[config.mk]
export PLATFORM = sky130hd
export DESIGN_NAME = mmc_spi_engine_flat
export DESIGN_NICKNAME = d
export VERILOG_FILES = /design/src/rtl/mmc_spi_engine_if.sv /design/src/rtl/mmc_spi_engine.sv /design/src/flat_wrapper.sv
export SDC_FILE = /design/constraint.sdc
export NUM_CORES = 1
export LEC_CHECK = 0
export CORE_ASPECT_RATIO = 0.8
export CORE_MARGIN = 4
export CORE_UTILIZATION = 45
export CTS_BUF_LIST = sky130_fd_sc_hd__clkbuf_8
export CTS_CLUSTER_SIZE = 25
export DETAILED_ROUTE_END_ITERATION = 7
export PLACE_DENSITY = 0.76
export SLEW_MARGIN = 20
export SYNTH_ARGS = -nofsm -noshare
export SYNTH_HDL_FRONTEND = slang
export SYNTH_SLANG_ARGS = --single-unit
[constraint.sdc]
create_clock -name clk -period 2.25 [get_ports clk]
set_clock_uncertainty 0.05 [all_clocks]
set_input_delay 0.5625 -clock clk [delete_from_list [all_inputs] [get_ports clk]]
set_output_delay 0.5625 -clock clk [all_outputs]
set_load 0.1 [all_outputs]
[src/rtl/mmc_spi_engine_if.sv]
// Host/card-side signal bundle for mmc_spi_engine.
// The engine takes the slave modport; the host (and card model) takes master.
interface mmc_spi_engine_if #(
    parameter int DIV_W = 8
);
    // Handshake: a command transfers on a rising clk edge where cmd_valid && cmd_ready.
    // cmd_ready is high only when the engine is idle or finishing a byte; cmd_valid
    // presented while cmd_ready is low is neither latched nor queued.
    logic             cmd_valid;
    logic             cmd_ready;
    logic [7:0]       tx_byte;
    logic             cmd_hold_cs;
    logic             cmd_nocs;
    logic [DIV_W-1:0] div;
    logic [7:0]       rx_byte;
    logic             rx_valid;
    logic             busy;
    logic             crc_clear;
    logic [6:0]       crc7;
    logic             mmc_cs;
    logic             mmc_sclk;
    logic             mmc_do;
    logic             mmc_di;

    modport master (
        output cmd_valid, tx_byte, cmd_hold_cs, cmd_nocs, div, crc_clear, mmc_di,
        input  cmd_ready, rx_byte, rx_valid, busy, crc7, mmc_cs, mmc_sclk, mmc_do
    );

    modport slave (
        input  cmd_valid, tx_byte, cmd_hold_cs, cmd_nocs, div, crc_clear, mmc_di,
        output cmd_ready, rx_byte, rx_valid, busy, crc7, mmc_cs, mmc_sclk, mmc_do
    );
endinterface

[src/rtl/mmc_spi_engine.sv]
// SPI mode-0, MSB-first byte engine for SD/MMC cards with programmable SCLK divider.
// Defining MMC_SPI_CRC7_EN enables a running CRC7 over transmitted (non-dummy) bits.
module mmc_spi_engine #(
    parameter int DIV_W   = 8,
    parameter bit IDLE_DO = 1'b1
) (
    input  logic                   clk,
    input  logic                   reset_n,
    mmc_spi_engine_if.slave        bus,
    output logic [2:0]             state_o
);
    typedef enum logic [2:0] {
        IDLE  = 3'd0,
        SETUP = 3'd1,
        HIGH  = 3'd2,
        LOW   = 3'd3,
        DONE  = 3'd4
    } state_e;

    localparam logic [DIV_W-1:0] CNT_ONE = {{(DIV_W-1){1'b0}}, 1'b1};

    state_e           state_q, state_d;
    logic [DIV_W-1:0] cnt_q, cnt_d, div_q, div_d;
    logic [7:0]       tx_q, tx_d, rx_q, rx_d, rx_byte_q, rx_byte_d;
    logic [2:0]       bit_q, bit_d;
    logic             hold_q, hold_d, nocs_q, nocs_d;
    logic             cs_q, cs_d, sclk_q, sclk_d, do_q, do_d;
    logic             rx_valid_q, rx_valid_d;
    logic [6:0]       crc_q, crc_d;
    logic             ready, accept, phase_end, shift_en, shift_bit;

    assign ready     = (state_q == IDLE) || (state_q == DONE);
    assign accept    = bus.cmd_valid && ready;
    assign phase_end = (cnt_q == div_q);

    always_comb begin
        state_d    = state_q;
        cnt_d      = cnt_q;
        div_d      = div_q;
        tx_d       = tx_q;
        rx_d       = rx_q;
        rx_byte_d  = rx_byte_q;
        bit_d      = bit_q;
        hold_d     = hold_q;
        nocs_d     = nocs_q;
        cs_d       = cs_q;
        sclk_d     = sclk_q;
        do_d       = do_q;
        rx_valid_d = 1'b0;
        shift_en   = 1'b0;
        shift_bit  = 1'b0;
        case (state_q)
            IDLE, DONE: begin
                if (state_q == DONE) begin
                    state_d = IDLE;
                    cs_d    = !(hold_q && !nocs_q);
                end
                // A command taken in DONE starts immediately; CS is re-driven so a held frame never blips.
                if (accept) begin
                    state_d   = SETUP;
                    div_d     = bus.div;
                    tx_d      = {bus.tx_byte[6:0], 1'b0};
                    rx_d      = '0;
                    hold_d    = bus.cmd_hold_cs;
                    nocs_d    = bus.cmd_nocs;
                    cnt_d     = '0;
                    bit_d     = '0;
                    do_d      = bus.tx_byte[7];
                    sclk_d    = 1'b0;
                    cs_d      = bus.cmd_nocs;
                    shift_en  = !bus.cmd_nocs;
                    shift_bit = bus.tx_byte[7];
                end
            end
            SETUP: begin
                cnt_d = phase_end ? '0 : cnt_q + CNT_ONE;
                if (phase_end) begin
                    state_d = HIGH;
                    sclk_d  = 1'b1;
                    rx_d    = {rx_q[6:0], bus.mmc_di};
                end
            end
            HIGH: begin
                cnt_d = phase_end ? '0 : cnt_q + CNT_ONE;
                if (phase_end) begin
                    state_d = LOW;
                    sclk_d  = 1'b0;
                    if (bit_q == 3'd7) begin
                        do_d = IDLE_DO;
                    end else begin
                        do_d      = tx_q[7];
                        tx_d      = {tx_q[6:0], 1'b0};
                        shift_en  = !nocs_q;
                        shift_bit = tx_q[7];
                    end
                end
            end
            LOW: begin
                cnt_d = phase_end ? '0 : cnt_q + CNT_ONE;
                if (phase_end) begin
                    if (bit_q == 3'd7) begin
                        state_d    = DONE;
                        rx_valid_d = 1'b1;
                        rx_byte_d  = rx_q;
                    end else begin
                        state_d = HIGH;
                        sclk_d  = 1'b1;
                        bit_d   = bit_q + 3'd1;
                        rx_d    = {rx_q[6:0], bus.mmc_di};
                    end
                end
            end
            default: state_d = IDLE;
        endcase
    end

`ifdef MMC_SPI_CRC7_EN
    logic [6:0] crc_base;
    // Clear takes effect before the bit shifted on the same edge, so a cleared accept counts its byte.
    always_comb begin
        crc_base = bus.crc_clear ? 7'h00 : crc_q;
        crc_d    = crc_base;
        if (shift_en) begin
            crc_d = {crc_base[5:0], 1'b0} ^ ((crc_base[6] ^ shift_bit) ? 7'h09 : 7'h00);
        end
    end
`else
    logic unused_crc;
    assign unused_crc = ^{bus.crc_clear, shift_en, shift_bit};
    assign crc_d      = 7'h00;
`endif

    always_ff @(posedge clk) begin
        if (!reset_n) begin
            state_q    <= IDLE;
            cnt_q      <= '0;
            div_q      <= '0;
            tx_q       <= '0;
            rx_q       <= '0;
            rx_byte_q  <= '0;
            bit_q      <= '0;
            hold_q     <= 1'b0;
            nocs_q     <= 1'b0;
            cs_q       <= 1'b1;
            sclk_q     <= 1'b0;
            do_q       <= IDLE_DO;
            rx_valid_q <= 1'b0;
            crc_q      <= '0;
        end else begin
            state_q    <= state_d;
            cnt_q      <= cnt_d;
            div_q      <= div_d;
            tx_q       <= tx_d;
            rx_q       <= rx_d;
            rx_byte_q  <= rx_byte_d;
            bit_q      <= bit_d;
            hold_q     <= hold_d;
            nocs_q     <= nocs_d;
            cs_q       <= cs_d;
            sclk_q     <= sclk_d;
            do_q       <= do_d;
            rx_valid_q <= rx_valid_d;
            crc_q      <= crc_d;
        end
    end

    assign bus.cmd_ready = ready;
    assign bus.busy      = !ready;
    assign bus.rx_byte   = rx_byte_q;
    assign bus.rx_valid  = rx_valid_q;
    assign bus.crc7      = crc_q;
    assign bus.mmc_cs    = cs_q;
    assign bus.mmc_sclk  = sclk_q;
    assign bus.mmc_do    = do_q;
    assign state_o       = state_q;
endmodule
[src/flat_wrapper.sv]
// flat-port wrapper written by rule: the top's interface ports become plain ports
module mmc_spi_engine_flat 
#(
    parameter int DIV_W   = 8,
    parameter bit IDLE_DO = 1'b1
)
  (clk, reset_n, state_o, bus_cmd_valid, bus_tx_byte, bus_cmd_hold_cs, bus_cmd_nocs, bus_div, bus_crc_clear, bus_mmc_di, bus_cmd_ready, bus_rx_byte, bus_rx_valid, bus_busy, bus_crc7, bus_mmc_cs, bus_mmc_sclk, bus_mmc_do);
  mmc_spi_engine_if #(.DIV_W(DIV_W)) bus_i ();
  input  logic clk;
  input  logic reset_n;
  output logic [2:0] state_o;
  input wire logic [$bits(bus_i.cmd_valid)-1:0] bus_cmd_valid;
  input wire logic [$bits(bus_i.tx_byte)-1:0] bus_tx_byte;
  input wire logic [$bits(bus_i.cmd_hold_cs)-1:0] bus_cmd_hold_cs;
  input wire logic [$bits(bus_i.cmd_nocs)-1:0] bus_cmd_nocs;
  input wire logic [$bits(bus_i.div)-1:0] bus_div;
  input wire logic [$bits(bus_i.crc_clear)-1:0] bus_crc_clear;
  input wire logic [$bits(bus_i.mmc_di)-1:0] bus_mmc_di;
  output wire logic [$bits(bus_i.cmd_ready)-1:0] bus_cmd_ready;
  output wire logic [$bits(bus_i.rx_byte)-1:0] bus_rx_byte;
  output wire logic [$bits(bus_i.rx_valid)-1:0] bus_rx_valid;
  output wire logic [$bits(bus_i.busy)-1:0] bus_busy;
  output wire logic [$bits(bus_i.crc7)-1:0] bus_crc7;
  output wire logic [$bits(bus_i.mmc_cs)-1:0] bus_mmc_cs;
  output wire logic [$bits(bus_i.mmc_sclk)-1:0] bus_mmc_sclk;
  output wire logic [$bits(bus_i.mmc_do)-1:0] bus_mmc_do;
  assign bus_i.cmd_valid = bus_cmd_valid;
  assign bus_i.tx_byte = bus_tx_byte;
  assign bus_i.cmd_hold_cs = bus_cmd_hold_cs;
  assign bus_i.cmd_nocs = bus_cmd_nocs;
  assign bus_i.div = bus_div;
  assign bus_i.crc_clear = bus_crc_clear;
  assign bus_i.mmc_di = bus_mmc_di;
  assign bus_cmd_ready = bus_i.cmd_ready;
  assign bus_rx_byte = bus_i.rx_byte;
  assign bus_rx_valid = bus_i.rx_valid;
  assign bus_busy = bus_i.busy;
  assign bus_crc7 = bus_i.crc7;
  assign bus_mmc_cs = bus_i.mmc_cs;
  assign bus_mmc_sclk = bus_i.mmc_sclk;
  assign bus_mmc_do = bus_i.mmc_do;
  mmc_spi_engine #(.DIV_W(DIV_W), .IDLE_DO(IDLE_DO)) u_core (.clk(clk), .reset_n(reset_n), .bus(bus_i), .state_o(state_o));
endmodule
==> results.json, run 1 <==
{
  "status": "complete, no violations",
  "io_pins": 47,
  "dp_cells": 370,
  "switching_share_pct": 40.9,
  "gp_congestion": 0.793,
  "antenna_found_initial": 0,
  "dominantRegCellSynth": "dfxtp_1",
  "fin_cells": 377,
  "ys_warn_count": 0,
  "initial_utilization_pct": 47.2,
  "fmax_mhz": 490,
  "clkTransAtPathRegs_ns": 0.09,
  "setup_viol": 0,
  "routed_wl_um": 5050,
  "grt_start_max_net_pins": 40,
  "timing.rr.start": "u_core.cnt_q[1]",
  "power.share.sequential_pct": 39.8,
  "grt_pass1_vias": 1888,
  "power.density_nw_per_um2": 925,
  "p_clk_share_pct": 19.1,
  "crit_chain": "xor2_1 -> nor4_2 -> buf_4 -> and2_1 -> and4bb_1 -> buf_12 -> mux2i_1",
  "clock_latency_ns": 0.30,
  "peakVddDrop_mv": 0.618,
  "hpwlAfterDp_um": 3690,
  "pwr-share-comb_pct": 41.0,
  "syn2layout_area_growth_pct": 22.6,
  "clockRootBuffer": "clkbuf_8",
  "critical_path_class": "reg -> reg",
  "yosysSeqAreaShare_pct": 42.5,
  "grt_usage_pct": 17.0,
  "dieArea_um2": 6580,
  "drc_errors": 0,
  "avgSynthCellArea_um2": 8.67,
  "ant_nets": 0,
  "cp.arrival_ns": 2.22,
  "final_cell_mix": "52 x nand2_1, 48 x dfxtp_1, 31 x buf_4",
  "layout.nets": 341,
  "grt_overflow": 0,
  "fin_crit_sh_pct": 90.7,
  "nFillCells": 456,
  "viasPerCell": 5.25,
  "cp.buffers_inverters": 2,
  "crit_family": "simple AND/OR/NAND/NOR gates",
  "p_int_uw": 1610,
  "cpPeakStageDelay_ns": 0.36,
  "hold_slack_ns": 0.410,
  "pre_cts_slack_ns": -0.137,
  "port_buffers": 38,
  "critPathSlowestCell": "nor4_2",
  "syn-cell-area_um2": 2400,
  "synth.distinct_cells": 40,
  "max-cap-violations": 0,
  "routedWlPerCell_um": 13.4,
  "synth-seq-cells": 51,
  "max-slew-margin-rel_pct": 52.4,
  "drv_slew": 0,
  "numCtsBuffers": 5,
  "hold_buffers": 0,
  "synth-edff-count": 0,
  "multi_input_area_um2": 1230,
  "regArea_um2": 1030,
  "core.rowCount": 23,
  "clock_sinks": 51,
  "worst_pin_slew_ns": 0.713,
  "cts_tree": "yes",
  "rsz0062_at_grt": "no",
  "grt_pass1_wl_um": 8640,
  "htree_levels": 2,
  "cp.required_ns": 2.43,
  "antenna_cells": 0,
  "die_h_um": 73.4,
  "cp-end-kind": "flop",
  "hp-start": "u_core.hold_q",
  "num_vias": 1980,
  "design.core.area_um2": 5090,
  "async_flop_share_pct": 0,
  "worstSetupStartpoint": "u_core.cnt_q[1]",
  "cp-start-kind": "flop",
  "layout_commonest_cell": "nand2_1",
  "hp-class": "reg -> reg",
  "cts_buffer_depth": 2,
  "drtIter0Drc": 123,
  "drt_first_pass_iters": 4,
  "period_minus_slack_ns": 2.04,
  "worstPathMaxFanout": 9,
  "finalHoldViolations": 0,
  "drive_above_1_share_pct": 15.6,
  "p_sw_uw": 1110,
  "netlist_instances": 277,
  "worst_slack_ns": 0.209,
  "dieWidth_um": 89.7,
  "leakagePower_uw": 0.00119
}
==> timing repair <==
item / CTS / global route
resized for setup: 1 / 0
setup endpoints to repair: 6 / 0
setup buffers: 0 / 0
==> metrics by stage <==
step | area, µm² | TNS (ns) | util, % | power, µW
2_1_floorplan | 2460 | -0.375 | - | 1960
3_3_place_gp | 2850 | -0.111 | 56.0 | 2190
3_5_place_dp | 2850 | -0.429 | 56.0 | 2210
4_1_cts | 2950 | 0 | 57.8 | 2740
5_1_grt | 2950 | 0 | 57.8 | 2870
6_report | 2950 | 0 | 57.8 | 2720
==> layout make-up <==
class | instances | share of cell area [%]
clock buffer | 6 | 2.80
clock inverter | 1 | 0.170
timing repair buffer | 55 | 17.1
sequential | 51 | 35.0
multi-input combinational | 198 | 41.7
inverter | 4 | 0.637
tap | 62 | 2.63
==> cells in the mapped netlist, types with 2 or more instances <==
cell / count / share of area (%)
o22ai_1: 2 / 0.52
nand2_1: 52 / 8.1
ha_1: 3 / 1.6
buf_2: 6 / 1.3
mux2i_1: 28 / 12
nand3_1: 18 / 3.8
clkbuf_1: 12 / 1.9
xor2_1: 9 / 3.3
a31oi_1: 3 / 0.78
nand2b_1: 2 / 0.52
a311oi_1: 6 / 2.2
nor4_2: 2 / 1.0
xnor2_1: 2 / 0.73
buf_4: 10 / 3.1
inv_1: 4 / 0.62
o21ai_0: 3 / 0.62
nor2b_1: 2 / 0.52
a21oi_1: 20 / 4.2
and2_1: 3 / 0.78
nand3b_1: 2 / 0.62
dfxtp_1: 51 / 43
nor2_1: 14 / 2.2
buf_6: 2 / 0.94
nor3_1: 5 / 1.0
==> cells by family after synthesis <==
family / synth area share, %
buffers and inverters: 7.81
AND/OR/NAND/NOR: 21.2
multiplexers: 11.7
adder cells (fa/ha/maj): 1.56
flip-flops: 42.5
XOR/XNOR: 4.01
AO/OA/AOI/OAI: 11.1
other: 0.156
==> final timing paths <==
check / endpoint / cells past startpoint / slack, ns
setup / recovery: u_core.bus.rx_byte[4] / 7 / 0.21
hold / removal: u_core.hold_q / 2 / 0.41
setup reg to reg: u_core.bus.rx_byte[4] / 7 / 0.21
hold reg to reg: u_core.hold_q / 2 / 0.41
==> power groups by stage <==
stage,logic [µW],registers [µW],clock network (µW)
6_report,1120,1080,521
4_1_cts,1120,1080,537
2_1_floorplan,712,1250,0
5_1_grt,1200,1100,570
3_3_place_gp,1090,1100,0
3_5_place_dp,1110,1110,0
==> registers in the layout, summed over array words and instances, names as in the netlist <==
register,count
u_core.hold_q,1
u_core.cnt_q,8
u_core.state_o,3
u_core.tx_q,7
u_core.rx_q,8
u_core.div_q,8
u_core.bus.rx_valid,1
u_core.nocs_q,1
u_core.bit_q,3
u_core.bus.rx_byte,8
u_core.bus.mmc_cs,1
u_core.bus.mmc_sclk,1
u_core.bus.mmc_do,1
==> tightest hold or removal path: cells and delay by family (launching register included) <==
kind / cells / cell delay (ns)
flip-flops: 1 / 0.32
AND/OR/NAND/NOR: 1 / 0.05
AO/OA/AOI/OAI: 1 / 0.05
==> metal layers <==
| metal | up-vias | track usage (%) | part of all wire [%] |
|---|---|---|---|
| met5 | - | 0 | 0 |
| met4 | 0 | 6.45 | 0.95 |
| met3 | 4 | 3.92 | 4.9 |
| met2 | 48 | 25.1 | 44 |
| met1 | 912 | 24.0 | 50 |
| li1 | 1016 | - | - |
No activity file was read; power rests on OpenSTA's default activity.
==> run 2, diff against run 1 <==
Settings changed: TNS_END_PERCENT set to 50.
==> results.json, run 2 (synthesis results as in run 1) <==
{
  "grt_pass1_vias": 1765,
  "critPathSlowestCell": "clkdlybuf4s50_1",
  "antenna_found_initial": 0,
  "ant_nets": 0,
  "design.core.area_um2": 5090,
  "worst_pin_slew_ns": 0.675,
  "min_to": "u_core.bus.rx_byte[6]",
  "antenna_cells": 0,
  "drive_above_1_share_pct": 16.0,
  "worstPathMaxFanout": 7,
  "hp-start": "u_core.bus.rx_byte[6]",
  "cpPeakStageDelay_ns": 0.49,
  "drtIter0Drc": 128,
  "dieWidth_um": 89.7,
  "final_cell_mix": "52 x nand2_1, 49 x dfxtp_1, 34 x buf_4",
  "viasPerCell": 5.17,
  "critical_path_class": "in -> reg",
  "finalHoldViolations": 0,
  "die_h_um": 73.4,
  "period_minus_slack_ns": 2.07,
  "crit_chain": "clkdlybuf4s50_1 -> or3b_1 -> o21a_1 -> nor3_1 -> xnor2_1 -> nor2_1",
  "leakagePower_uw": 0.00121,
  "grt_usage_pct": 16.3,
  "place_area_um2": 2870,
  "initial_utilization_pct": 47.2,
  "clock_latency_ns": 0.30,
  "clkTransAtPathRegs_ns": 0.09,
  "grt_pass1_wl_um": 8430,
  "cts_tree": "yes",
  "syn2layout_area_growth_pct": 24.2,
  "grt_start_max_net_pins": 27,
  "gp_congestion": 0.800,
  "status": "complete, no violations",
  "cp-start-kind": "input pin",
  "nFillCells": 466,
  "drc_errors": 0,
  "post_cts_buffers": 0,
  "hp-class": "reg -> reg",
  "cp.required_ns": 2.39,
  "dieArea_um2": 6580,
  "reg2regPathDepth": 5,
  "numCtsBuffers": 5,
  "num_vias": 1964,
  "cp.arrival_ns": 2.21,
  "clock_sinks": 51,
  "setup_viol": 0,
  "cts_resized": 1,
  "fin_crit_sh_pct": 92.0,
  "timing.rr.end": "u_core.tx_q[4]",
  "cts_buffer_depth": 2,
  "rsz0062_at_grt": "no",
  "drt_first_pass_iters": 5,
  "max-slew-margin-rel_pct": 54.9,
  "layout.nets": 344,
  "grt_overflow": 0,
  "core.rowCount": 23,
  "rrSetupSlack_ns": 0.27,
  "power.density_nw_per_um2": 943,
  "fmax_mhz": 483,
  "timing.rr.start": "u_core.cnt_q[6]",
  "design_area_um2": 2980,
  "max-cap-violations": 0,
  "clockRootBuffer": "clkbuf_8",
  "port_buffers": 38,
  "whs_path_depth": 2,
  "layout_commonest_cell": "nand2_1",
  "cp-end-kind": "flop",
  "hold_slack_ns": 0.412,
  "routed_wl_um": 5080,
  "io_pins": 47,
  "htree_levels": 2,
  "hold_buffers": 0,
  "hpwlAfterDp_um": 3770,
  "drv_slew": 0,
  "peakVddDrop_mv": 0.697,
  "routedWlPerCell_um": 13.4
}
[run 2: cell types whose count changed in the layout (fill, tap and decap cells not counted), sizes merged]
cell,change
buf,+3
bufinv,+1
clkbuf,-1
clkinv,-1
inv,+1
[run 2: report_power, final]
group | leakage, µW | internal (µW) | switching (µW)
combinational | 0.000743 | 372 | 743
clock | 0.0000545 | 326 | 288
sequential | 0.000416 | 998 | 85.1
total | 0.00121 | 1700 | 1120
[run 2: stage by stage]
step	worst slack (ns)	setup TNS (ns)	util, %	instances	total power, µW
2_1_floorplan	-0.218	-0.567	-	283	1960
3_3_place_gp	-0.0364	-0.0750	56.4	373	2190
3_5_place_dp	-0.143	-0.279	56.4	373	2210
4_1_cts	0.167	0	58.6	380	2830
5_1_grt	0.0780	0	58.6	380	2960
6_report	0.180	0	58.6	380	2810
[run 2: final cells by class]
class	count	area (µm²)	share of cell area (%)
clock inverters	2	36.3	1.22
repair buffers	58	526	17.6
inverters	4	18.8	0.629
multi-input cells	198	1230	41.2
well taps	62	77.6	2.60
clock buffers	5	68.8	2.31
flip-flops and latches	51	1030	34.5
[run 2: critical path: cells and delay by family]
family / cells / cell delay [ns]
and+or+nand+nor: 3 / 0.77
buffers and inverters: 1 / 0.49
AOI/OAI and AO/OA: 1 / 0.21
xor gates and xnor gates: 1 / 0.18
[run 2: per-layer routing]
metal  share of wire [%]  vias up  global-route usage [%]
met4                0.73        0                    4.30
li1                    -     1021                       -
met3                 4.7        4                    3.70
met5                   0        -                       0
met2                  44       52                    23.7
met1                  51      887                    24.2
[run 2: worst max-delay path by stage]
stage / start / to / slack, ns / cells after the start
final: bus_cmd_valid / u_core.cnt_q[5] / 0.18 / 6
after global routing: u_core.cnt_q[6] / u_core.bus.rx_byte[3] / 0.08 / 6
after floorplan: u_core.state_o[1] / bus_busy / -0.22 / 3
after global placement: bus_cmd_valid / u_core.cnt_q[5] / -0.04 / 6
after CTS: bus_cmd_valid / u_core.cnt_q[5] / 0.17 / 6
after detailed placement: bus_cmd_valid / u_core.cnt_q[5] / -0.14 / 6
==> run 3, diff against run 2 <==
Settings changed: ABC_AREA set to 1, CTS_CLUSTER_DIAMETER set to 50.
==> results.json, run 3 <==
{
  "critical_path_class": "in -> reg",
  "routed_wl_um": 5410,
  "hold_slack_ns": 0.399,
  "numCtsBuffers": 5,
  "p_sw_uw": 1740,
  "cp-end-kind": "flop",
  "drc_errors": 0,
  "hp-class": "reg -> reg",
  "cts_tree": "yes",
  "core.rowCount": 23,
  "synthTopCellsByCount": "81 x nand2_1, 51 x dfxtp_1, 39 x a21oi_1, 32 x nor2_1",
  "power.density_nw_per_um2": 1270,
  "yosysSeqAreaShare_pct": 41.7,
  "yosysTopAreaCellShare_pct": 41.7,
  "grt_pass1_wl_um": 9190,
  "drt_first_pass_iters": 4,
  "rsz0062_at_grt": "no",
  "htree_levels": 2,
  "cp-start-kind": "input pin",
  "cp.required_ns": 2.44,
  "grt_overflow": 0,
  "viasPerCell": 5.14,
  "grt_start_max_net_pins": 26,
  "cp.arrival_ns": 1.99,
  "peakVddDrop_mv": 0.675,
  "dieWidth_um": 90.5,
  "dieArea_um2": 6690,
  "power.share.sequential_pct": 31.3,
  "synth.distinct_cells": 31,
  "max-slew-margin-rel_pct": 48.5,
  "fmax_mhz": 554,
  "antenna_found_initial": 0,
  "pre_cts_slack_ns": 0.141,
  "gp_congestion": 0.800,
  "drive_above_1_share_pct": 14.5,
  "post_cts_buffers": 0,
  "finalSetupTns_ns": 0,
  "syn2layout_area_growth_pct": 21.5,
  "p_clk_share_pct": 19.9,
  "drv_slew": 0,
  "cts_resized": 0,
  "routedWlPerCell_um": 12.4,
  "switching_share_pct": 46.0,
  "layout.nets": 398,
  "netlist_instances": 335,
  "synth.most_common_cell": "nand2_1",
  "worstPathMaxFanout": 11,
  "setup_viol": 0,
  "yosys.area.top_type": "dfxtp_1",
  "synthTopCellsByArea": "dfxtp_1 42%, nand2_1 12%, a21oi_1 8.0%",
  "synth-edff-count": 0,
  "async_flop_share_pct": 0,
  "worst_slack_ns": 0.444,
  "antenna_cells": 0,
  "syn-cell-area_um2": 2450,
  "clock_latency_ns": 0.30,
  "clockRootBuffer": "clkbuf_8",
  "finalHoldViolations": 0,
  "max-cap-violations": 0,
  "ant_nets": 0,
  "clock_sinks": 51,
  "hpwlAfterDp_um": 3970,
  "leakagePower_uw": 0.00127,
  "io_pins": 47,
  "drtIter0Drc": 119,
  "grt_usage_pct": 16.7,
  "hold_buffers": 0,
  "grt_pass1_vias": 2077,
  "port_buffers": 38,
  "avgSynthCellArea_um2": 7.31,
  "status": "complete, no violations",
  "fin_crit_sh_pct": 80.3,
  "pwr-share-comb_pct": 48.9,
  "design.core.area_um2": 5120,
  "num_vias": 2237,
  "cts_buffer_depth": 2,
  "initial_utilization_pct": 47.8,
  "p_int_uw": 2040,
  "worst_pin_slew_ns": 0.772,
  "final_cell_mix": "81 x nand2_1, 49 x dfxtp_1, 39 x a21oi_1",
  "dominantRegCellSynth": "dfxtp_1",
  "die_h_um": 74.0,
  "synth-seq-cells": 51,
  "ys_warn_count": 0,
  "layout_commonest_cell": "nand2_1",
  "period_minus_slack_ns": 1.81,
  "clkTransAtPathRegs_ns": 0.09
}
-- run 3: cell count changes in the layout (fill, tap and decap cells not counted), sizes merged, moves of 13 or more --
cell   before  now
buf        37   22
nand4       1   19
nand2      52   89
a21oi      20   39
nor2       14   36
inv         4   25
o21ai       3   16
mux2i      28    0
-- run 3: worst paths after layout --
kind                            cells after the start                  end  slack (ns)                start
worst max register to register                      8       u_core.tx_q[5]        0.48    u_core.state_o[0]
worst max-delay path                                7      u_core.cnt_q[7]        0.44        bus_cmd_valid
worst min-delay path                                2  u_core.bus.mmc_sclk        0.40  u_core.bus.mmc_sclk
worst min register to register                      2  u_core.bus.mmc_sclk        0.40  u_core.bus.mmc_sclk
-- run 3: worst max-delay path, stage by stage --
cell and delay [ns]:
clkdlybuf4s50_1 0.56, nand2_2 0.20, nand2_4 0.16, nand2_4 0.07, nor3_4 0.16, a21oi_1 0.10, nor3_2 0.17
-- run 3: power groups by stage --
stage	Sequential (µW)	Combinational (µW)	Clock [µW]
after detailed placement	1200	1850	0
after CTS	1180	1860	767
after global placement	1200	1830	0
final	1180	1850	751
after global routing	1200	2020	816
after floorplan	1450	1200	0
-- run 3: cells by family (layout without fill, tap and decap cells) --
kind of cell	count (synthesis)	count (layout)	synth area share [%]
AO/OA/AOI/OAI	58	58	12.1
XOR/XNOR	7	7	2.51
adder cells (fa/ha/maj)	3	3	1.53
buffers and inverters	45	77	9.05
flip-flops	51	51	41.7
other	1	7	0.153
AND/OR/NAND/NOR	170	170	32.9
-- run 3: metal layers --
layer  up-vias  GRT usage [%]  share of wire, %
met5         -              0                 0
met4         0           3.90              0.98
met3         6           4.45               5.2
met2        52           29.5                48
met1      1013           21.0                46
li1       1166              -                 -
-- run 3: final cells by class --
class                           count  area (µm²)
Timing Repair Buffer               43         400
Multi-Input combinational cell    245        1230
Inverter                           26         103
Fill cell                         508        2150
Tap cell                           62        77.6
Clock inverter                      3        67.6
Sequential cell                    51        1020
Clock buffer                        5        68.8
-- run 3: per-stage QoR --
stage          std cells  utilization, %  power, µW  cell area (µm²)
3_5_place_dp         427            55.4       3050             2840
5_1_grt              435            58.0       4040             2970
3_3_place_gp         427            55.4       3030             2840
6_report             435            58.0       3780             2970
2_1_floorplan        341               -       2660             2480
4_1_cts              435            58.0       3810             2970
